## src/rtl/fir_inverse_decoder_pkg.sv

```systemverilog
// ============================================================================
//  Module   : fir_inverse_decoder_pkg
//  Brief    : Shared widths and FSM state type for the FIR inverse decoder.
//  Revision : 1.0  initial release
// ============================================================================
`default_nettype none

package fir_inverse_decoder_pkg;

    // Widths shared with the 2-tap FIR filter
    localparam int DEF_DW = 8;
    localparam int DEF_PW = 2 * DEF_DW;

    typedef enum logic [2:0] {
        S_LOAD_H0 = 3'd0,
        S_LOAD_H1 = 3'd1,
        S_IDLE    = 3'd2,
        S_SUB     = 3'd3,
        S_DIV     = 3'd4,
        S_OUT     = 3'd5
    } state_t;

endpackage

`default_nettype wire

```

## src/rtl/fir_inverse_decoder_divider.sv

```systemverilog
// ============================================================================
//  Module   : fir_seq_divider
//  Brief    : Unsigned restoring divider, PW-bit dividend by DW-bit divisor,
//             one quotient bit per cycle.
//  Revision : 1.0  initial release
// ============================================================================
`default_nettype none

module fir_seq_divider
    import fir_inverse_decoder_pkg::*;
#(
    parameter int DW = DEF_DW,
    parameter int PW = DEF_PW
) (
    input  logic          clk,
    input  logic          rst_n,
    input  logic          start,
    input  logic [PW-1:0] dividend,
    input  logic [DW-1:0] divisor,
    output logic          busy,
    output logic          done,
    output logic [PW-1:0] quotient
);

    localparam int CW = $clog2(PW + 1);

    logic [DW-1:0] r_rem;
    logic [PW-1:0] r_quot;
    logic [DW-1:0] r_div;
    logic [CW-1:0] r_cnt;

    logic [DW:0]   w_shift;
    logic          w_ge;
    logic [DW-1:0] w_sub;

    // Remainder always stays below the divisor, so DW bits hold it
    assign w_shift  = {r_rem, r_quot[PW-1]};
    assign w_ge     = (w_shift >= {1'b0, r_div});
    assign w_sub    = w_shift[DW-1:0] - r_div;

    assign busy     = (r_cnt != '0);
    // High during the final step, so the quotient is complete on the next cycle
    assign done     = (r_cnt == CW'(1));
    assign quotient = r_quot;

    always_ff @(posedge clk or negedge rst_n) begin
        if (!rst_n) begin
            r_rem  <= '0;
            r_quot <= '0;
            r_div  <= '0;
            r_cnt  <= '0;
        end else if (start) begin
            r_rem  <= '0;
            r_quot <= dividend;
            r_div  <= divisor;
            r_cnt  <= CW'(PW);
        end else if (busy) begin
            r_rem  <= w_ge ? w_sub : w_shift[DW-1:0];
            r_quot <= {r_quot[PW-2:0], w_ge};
            r_cnt  <= r_cnt - CW'(1);
        end
    end

endmodule

`default_nettype wire

```

## src/rtl/fir_inverse_decoder.sv

```systemverilog
// ============================================================================
//  Module   : fir_inverse_decoder
//  Brief    : Recovers x[n] = (p[n] - h1*x[n-1]) / h0 from 2-tap FIR products.
//  Revision : 1.0  initial release
// ============================================================================
`default_nettype none

module fir_inverse_decoder
    import fir_inverse_decoder_pkg::*;
#(
    parameter int DW = DEF_DW,
    parameter int PW = DEF_PW
) (
    input  logic          clk,
    input  logic          rst_n,
    input  logic [DW-1:0] coef_in,
    input  logic          coef_valid,
    output logic          coef_done,
    input  logic [PW-1:0] in_data,
    input  logic          in_valid,
    output logic          in_ready,
    output logic [DW-1:0] out_data,
    output logic          out_valid,
    input  logic          out_ready,
    output logic          out_err
);

    state_t        r_state;
    state_t        w_next_state;
    logic [DW-1:0] r_h0;
    logic [DW-1:0] r_h1;
    logic [DW-1:0] r_x_prev;
    logic [PW-1:0] r_p;
    logic          r_err_u;

    logic [PW-1:0] w_t;
    logic          w_under;
    logic [PW-1:0] w_resid;
    logic          w_h0_zero;
    logic          w_accept;
    logic          w_div_start;
    logic          w_div_busy;
    logic          w_div_done;
    logic [PW-1:0] w_quot;
    logic [DW-1:0] w_q;
    logic          w_err;

    assign w_t       = PW'(r_h1) * PW'(r_x_prev);
    assign w_under   = (r_p < w_t);
    assign w_resid   = w_under ? '0 : (r_p - w_t);
    assign w_h0_zero = (r_h0 == '0);
    assign w_accept  = (r_state == S_IDLE) && in_valid;
    assign w_div_start = (r_state == S_SUB) && !w_h0_zero;

    fir_seq_divider #(
        .DW (DW),
        .PW (PW)
    ) u_div (
        .clk      (clk),
        .rst_n    (rst_n),
        .start    (w_div_start),
        .dividend (w_resid),
        .divisor  (r_h0),
        .busy     (w_div_busy),
        .done     (w_div_done),
        .quotient (w_quot)
    );

    // Result selection in priority order: h0 zero, overflow, underflow, normal
    always_comb begin
        w_q   = w_quot[DW-1:0];
        w_err = 1'b0;
        if (w_h0_zero) begin
            w_q   = '1;
            w_err = 1'b1;
        end else if (w_quot[PW-1:DW] != '0) begin
            w_q   = '1;
            w_err = 1'b1;
        end else if (r_err_u) begin
            w_q   = '0;
            w_err = 1'b1;
        end
    end

    always_comb begin
        w_next_state = r_state;
        case (r_state)
            S_LOAD_H0: if (coef_valid) w_next_state = S_LOAD_H1;
            S_LOAD_H1: if (coef_valid) w_next_state = S_IDLE;
            S_IDLE:    if (in_valid)   w_next_state = S_SUB;
            S_SUB:     w_next_state = w_h0_zero ? S_OUT : S_DIV;
            S_DIV:     if (w_div_done || !w_div_busy) w_next_state = S_OUT;
            S_OUT:     if (out_ready)  w_next_state = S_IDLE;
            default:   w_next_state = S_LOAD_H0;
        endcase
    end

    always_ff @(posedge clk or negedge rst_n) begin
        if (!rst_n) begin
            r_state  <= S_LOAD_H0;
            r_h0     <= '0;
            r_h1     <= '0;
            r_x_prev <= '0;
            r_p      <= '0;
            r_err_u  <= 1'b0;
        end else begin
            r_state <= w_next_state;
            if (r_state == S_LOAD_H0 && coef_valid) r_h0 <= coef_in;
            if (r_state == S_LOAD_H1 && coef_valid) r_h1 <= coef_in;
            if (w_accept)                           r_p  <= in_data;
            if (r_state == S_SUB)                   r_err_u <= w_under;
            // History feeds back the saturated value actually delivered
            if (r_state == S_OUT && out_ready)      r_x_prev <= w_q;
        end
    end

    assign coef_done = (r_state != S_LOAD_H0) && (r_state != S_LOAD_H1);
    assign in_ready  = (r_state == S_IDLE);
    assign out_valid = (r_state == S_OUT);
    assign out_data  = (r_state == S_OUT) ? w_q : '0;
    assign out_err   = (r_state == S_OUT) ? w_err : 1'b0;

endmodule

`default_nettype wire

```

## config.mk

```make
export PLATFORM = sky130hd
export DESIGN_NAME = fir_inverse_decoder
export DESIGN_NICKNAME = d
export VERILOG_FILES = /design/src/rtl/fir_inverse_decoder_pkg.sv /design/src/rtl/fir_inverse_decoder_divider.sv /design/src/rtl/fir_inverse_decoder.sv
export SDC_FILE = /design/constraint.sdc
export NUM_CORES = 1
export LEC_CHECK = 0
export CAP_MARGIN = 20
export CORE_MARGIN = 4
export CORE_UTILIZATION = 46
export DETAILED_ROUTE_END_ITERATION = 16
export PLACE_DENSITY = 0.62
export SKIP_LAST_GASP = 1
export SYNTH_ARGS = -nofsm -noshare
export SYNTH_HDL_FRONTEND = slang
export SYNTH_SLANG_ARGS = --single-unit
```

## constraint.sdc

```tcl
create_clock -name clk -period 12.5 [get_ports clk]
set_clock_uncertainty 0.2 [all_clocks]
set_input_delay 1.875 -clock clk [delete_from_list [all_inputs] [get_ports clk]]
set_output_delay 1.875 -clock clk [all_outputs]
set_load 0.05 [all_outputs]
```

; Yosys cells after proc, flatten, opt, wreduce, memory -nomap -nowiden
; Cells that the tools add are included.
[word_totals]
regBits = 81
input_bits = 29
out_inout_bits = 12
elab_cells = 67
[classes]
add_sub_neg = 3
n_mul = 1
n_lt_le_gt_ge = 2
n_eq_ne = 12
mux = 23
reduce_logical = 16
[ops]
columns = op, n
row1 = 8-bit two-way mux, 7
row2 = 16-bit two-way mux, 3
row3 = 3-bit case mux with 6 select lines, 1
row4 = 16-bit less-than comparator, 1
row5 = 8-bit by 8-bit multiplier with 16-bit output, 1
row6 = 16-bit subtractor, 1
row7 = 3-bit two-way mux, 5
row8 = 5-bit two-way mux, 2
row9 = 9-bit by 8-bit greater-or-equal comparator with 1-bit output, 1
row10 = 8-bit logical NOT, 1
row11 = "2-bit != test, second input constant", 4
row12 = 8-bit nonzero test, 1
row13 = 8-bit subtractor, 1
row14 = "3-bit by 2-bit equality test with 1-bit output, second input constant", 2
row15 = "3-bit equality test, second input constant", 2
row16 = 1-bit logical AND, 6
row17 = "5-bit by 1-bit equality test with 1-bit output, second input constant", 1
row18 = 1-bit two-way mux, 5
row19 = 5-bit AND reduction, 1
row20 = 5-bit nonzero test, 1
row21 = "5-bit by 1-bit subtractor with 5-bit output, second input constant", 1
row22 = "3-bit by 1-bit equality test with 1-bit output, second input constant", 1
row23 = 3-bit logical NOT, 1
row24 = "3-bit by 1-bit != test with 1-bit output, second input constant", 1
row25 = 5 further kinds, 6

; Depth between registers and ports, before layout
[logic_depth]
word_depth = 5
depth_mapped = 24
ltp_nobuf = 23

; Cells and area by module
; Synthesis repeated with hierarchy kept, for this count alone.
[unflattened]
cells_unflattened = 739
area_unflattened_um2 = 6952.9
[by_module_without_submodules]
columns = module, n_inst, cells_per_inst, area_each_um2
row1 = fir_inverse_decoder, 1, 515, 4803.4
row2 = fir_seq_divider, 1, 224, 2149.6

; Least setup slack after synthesis
; Ideal clock, no wire load.
[synth_path]
path_kind = register to register
from = reg r_x_prev[7]
to = reg u_div.r_quot[10] (netlist: u_div.quotient[10])
t_arrival_ns = 5.354
required_ns = 12.162
slack_ns = 6.808
stages_incl_launch_ff = 24
path_buffers = 1
synth_period_minus_slack_ns = 5.692
path_cell_list = dfrtp_1 -> nand2_1 -> fa_1 -> fa_1 -> inv_1 -> fa_1 -> inv_1 -> fa_1 -> inv_1 -> ha_1 -> nand2_1 -> o21ai_2 -> or4_4 -> a31o_1 -> a21oi_2 -> xor2_1 -> ha_1 -> o21ai_0 -> nand2b_1 -> a21o_1 -> a31o_2 -> buf_4 -> nand2_2 -> o22ai_1
[synth_via]
elab_chain_len = 4
word_cells_on_any_way = 5
classes_between = add/sub: 1 / mul: 1 / order compare: 1 / mux: 2
[synth_rtl]
columns = item, line
row1 = from (decl), fir_inverse_decoder.sv:32  ; logic [DW-1:0] r_x_prev;
row2 = from (signal assigned), fir_inverse_decoder.sv:113  ; if (r_state == S_OUT && out_ready) r_x_prev <= w_q;
row3 = 8-bit by 8-bit multiplier with 16-bit output *, fir_inverse_decoder.sv:48  ; assign w_t = PW'(r_h1) * PW'(r_x_prev);
row4 = 16-bit subtractor / 16-bit less-than comparator (equally long branches), "fir_inverse_decoder.sv:50, fir_inverse_decoder.sv:49"
row5 = 16-bit two-way mux *, fir_inverse_decoder.sv:50  ; assign w_resid = w_under ? '0 : (r_p - w_t);
row6 = 16-bit two-way mux *, fir_inverse_decoder_divider.sv:52  ; end else if (start) begin
row7 = to (signal assigned), fir_inverse_decoder_divider.sv:54  ; r_quot <= dividend;
row8 = to (signal assigned), fir_inverse_decoder_divider.sv:59  ; r_quot <= {r_quot[PW-2:0], w_ge};
row9 = to (decl), fir_inverse_decoder_divider.sv:28  ; logic [PW-1:0] r_quot;
; Every way passes the cells marked *; elsewhere a longest branch is shown, timed or not.
; A chain may end at the register's enable or synchronous reset.

; Worst setup path after layout
[layout_path]
from = reg r_x_prev[7]
to = reg u_div.r_quot[9] (netlist: u_div.quotient[9])
; The elaborated chain is that of the path after synthesis.

==> metrics.csv <==
metric,value,unit
ys_warn_count,0,
overflow,0,
synth_nets,850,
cp_max_fo,10,
antenna_found_initial,0,
die_h,129,um
firstDrtPassIters,5,
crit_type,register to register,
startpoint_type,register,
synth_edf_count,0,
syn_avg_cell_area,9.34,um^2
synth_seq_cells,81,
hold_violations,0,
maxSlewHeadroom,0.417,
grt_pass1_wl,27200,um
syn_to_final_growth,13.0,%
place.gp.congestion,0.908,
core.rowCount,43,
required,12.51,ns
synth_ff_type,dfrtp_1,
synthArstFlopShare,1.00,
worst_pin_slew,0.874,ns
clockBufferDepth,2,
routedWlPerCell,17.2,um
end_kind,register,
yosysTopAreaCellShare,0.301,
finalMaxSlewViolations,0,
critPathArrivalTime,6.20,ns
grt_pass1_vias,5362,
viasPerCell,5.58,
via_count,5237,
yosysTopAreaCell,dfrtp_1,
yosysSeqAreaShare,0.301,
drc_errors,0,
cts-hold-fix-buffers,0,
clk_pin_slew,0.07,ns
routed_wl,16100,um
maxCapViolCount,0,
yosys-top-cells-area,"dfrtp_1, ha_1, fa_1",
htreeDepth,3,
grt_max_degree,82,
setup_violations,0,
outcome,"complete, no violations",
layout_commonest_cell,dfrtp_1,
clk_latency,0.35,ns
hpwl,12500,um
port_buffers,40,
fin_setup_tns,0,ns
cts_buffers,9,
period_share,0.495,
ant_nets,0,
rsz0062_at_grt,no,
hold_slack,0.280,ns
period_needed,6.19,ns
layout_common_cells,"dfrtp_1, inv_1, ha_1",
syn_area,6720,um^2
nNetsFinal,884,
drtIter0Drc,387,
die_w,129,um
root_buffer,clkbuf_16,
coreArea,14100,um^2
synthCells,720,
drive_gt1_frac,0.0818,
clock.fmax,162,MHz
num_io_pins,41,
initial_core_util,0.477,
ctsResizeCount,0,
postCtsSetupBuffers,0,
hp-class,register to register,
grt_usage,0.207,
antennaDiodeCount,0,
cts_tree,built,
ys_types,54,
cts_sinks,81,
die_area,16600,um^2
[sequential cells by signal, summed over array words and instances (netlist names)]
register        flops
r_h0                8
u_div.r_cnt         5
u_div.r_div         8
u_div.quotient     16
r_h1                8
r_err_u             1
u_div.r_rem         8
r_state             3
r_p                16
r_x_prev            8
[cell usage after synthesis (7+ instances only)]
library cell and instances:
a21boi_0 9, a21o_1 9, a21oi_1 48, a31oi_1 8, and2_1 57, clkbuf_1 15
dfrtp_1 81, fa_1 38, ha_1 63, inv_1 73, mux2_2 31, mux2i_1 15
nand2_1 56, nand2b_1 10, nor2_1 52, nor3_1 7, o21ai_0 34, o22ai_1 9
xnor2_1 13, xor2_1 17
[final timing paths]
kind                             start           endpoint  slack, ns  cells past startpoint
max                        r_x_prev[7]  u_div.quotient[9]       6.31                     22
min                            r_err_u            r_err_u       0.28                      2
max reg2reg                r_x_prev[7]  u_div.quotient[9]       6.31                     22
min reg2reg                    r_err_u            r_err_u       0.28                      2
max in group asynchronous        rst_n             r_p[6]      10.18                      2
min in group asynchronous        rst_n     u_div.r_rem[7]       1.30                      1
[worst max-delay path, stage by stage, from the launching register on]
cell,delay [ns]
dfrtp_1,0.48
nand2_1,0.12
fa_1,0.52
fa_1,0.55
inv_1,0.06
fa_1,0.54
inv_1,0.06
fa_1,0.53
inv_1,0.04
ha_1,0.34
nand2_1,0.09
o21ai_2,0.07
or4_4,0.42
nand2_1,0.09
xor2_1,0.23
ha_1,0.35
a21oi_1,0.34
o211ai_1,0.15
nand2_1,0.14
nand4b_1,0.10
a31o_2,0.34
nand2_2,0.17
o22ai_1,0.12
[cell type report]
class	instances	area [um^2]
fill	1294	6500
multi-input combinational	545	4340
sequential	81	2030
timing repair buffer	44	460
inverter	73	274
clock buffer	10	239
tap	180	225
clock inverter	5	38.8
[per-stage QoR]
step	std cells	setup slack, ns	util	area, um^2
final	938	6.31	0.539	7600
after global routing	938	5.92	0.539	7600
after CTS	936	6.32	0.536	7550
after detailed placement	921	6.34	0.516	7270
after global placement	921	6.47	0.516	7270
after floorplan	720	6.81	-	6720
[kinds of logic after synthesis]
group                      Yosys count  synth area share
and+or+nand+nor                    217             0.162
AOI/OAI and AO/OA                  151             0.139
muxes                               46            0.0742
adders and majority gates          101             0.230
buffers and inverters               94            0.0543
DFF                                 81             0.301
xor gates and xnor gates            30            0.0391
[per-layer routing]
| layer | up-vias | global-route usage | share of wire |
|---|---|---|---|
| li1 | 2513 | - | - |
| met1 | 2564 | 0.288 | 0.46 |
| met5 | - | 0 | 0 |
| met3 | 34 | 0.0469 | 0.051 |
| met4 | 0 | 0.0679 | 0.026 |
| met2 | 126 | 0.322 | 0.46 |
Power is not shown: default switching activity piles up to over one toggle a cycle in this logic, so the estimate is an artifact.
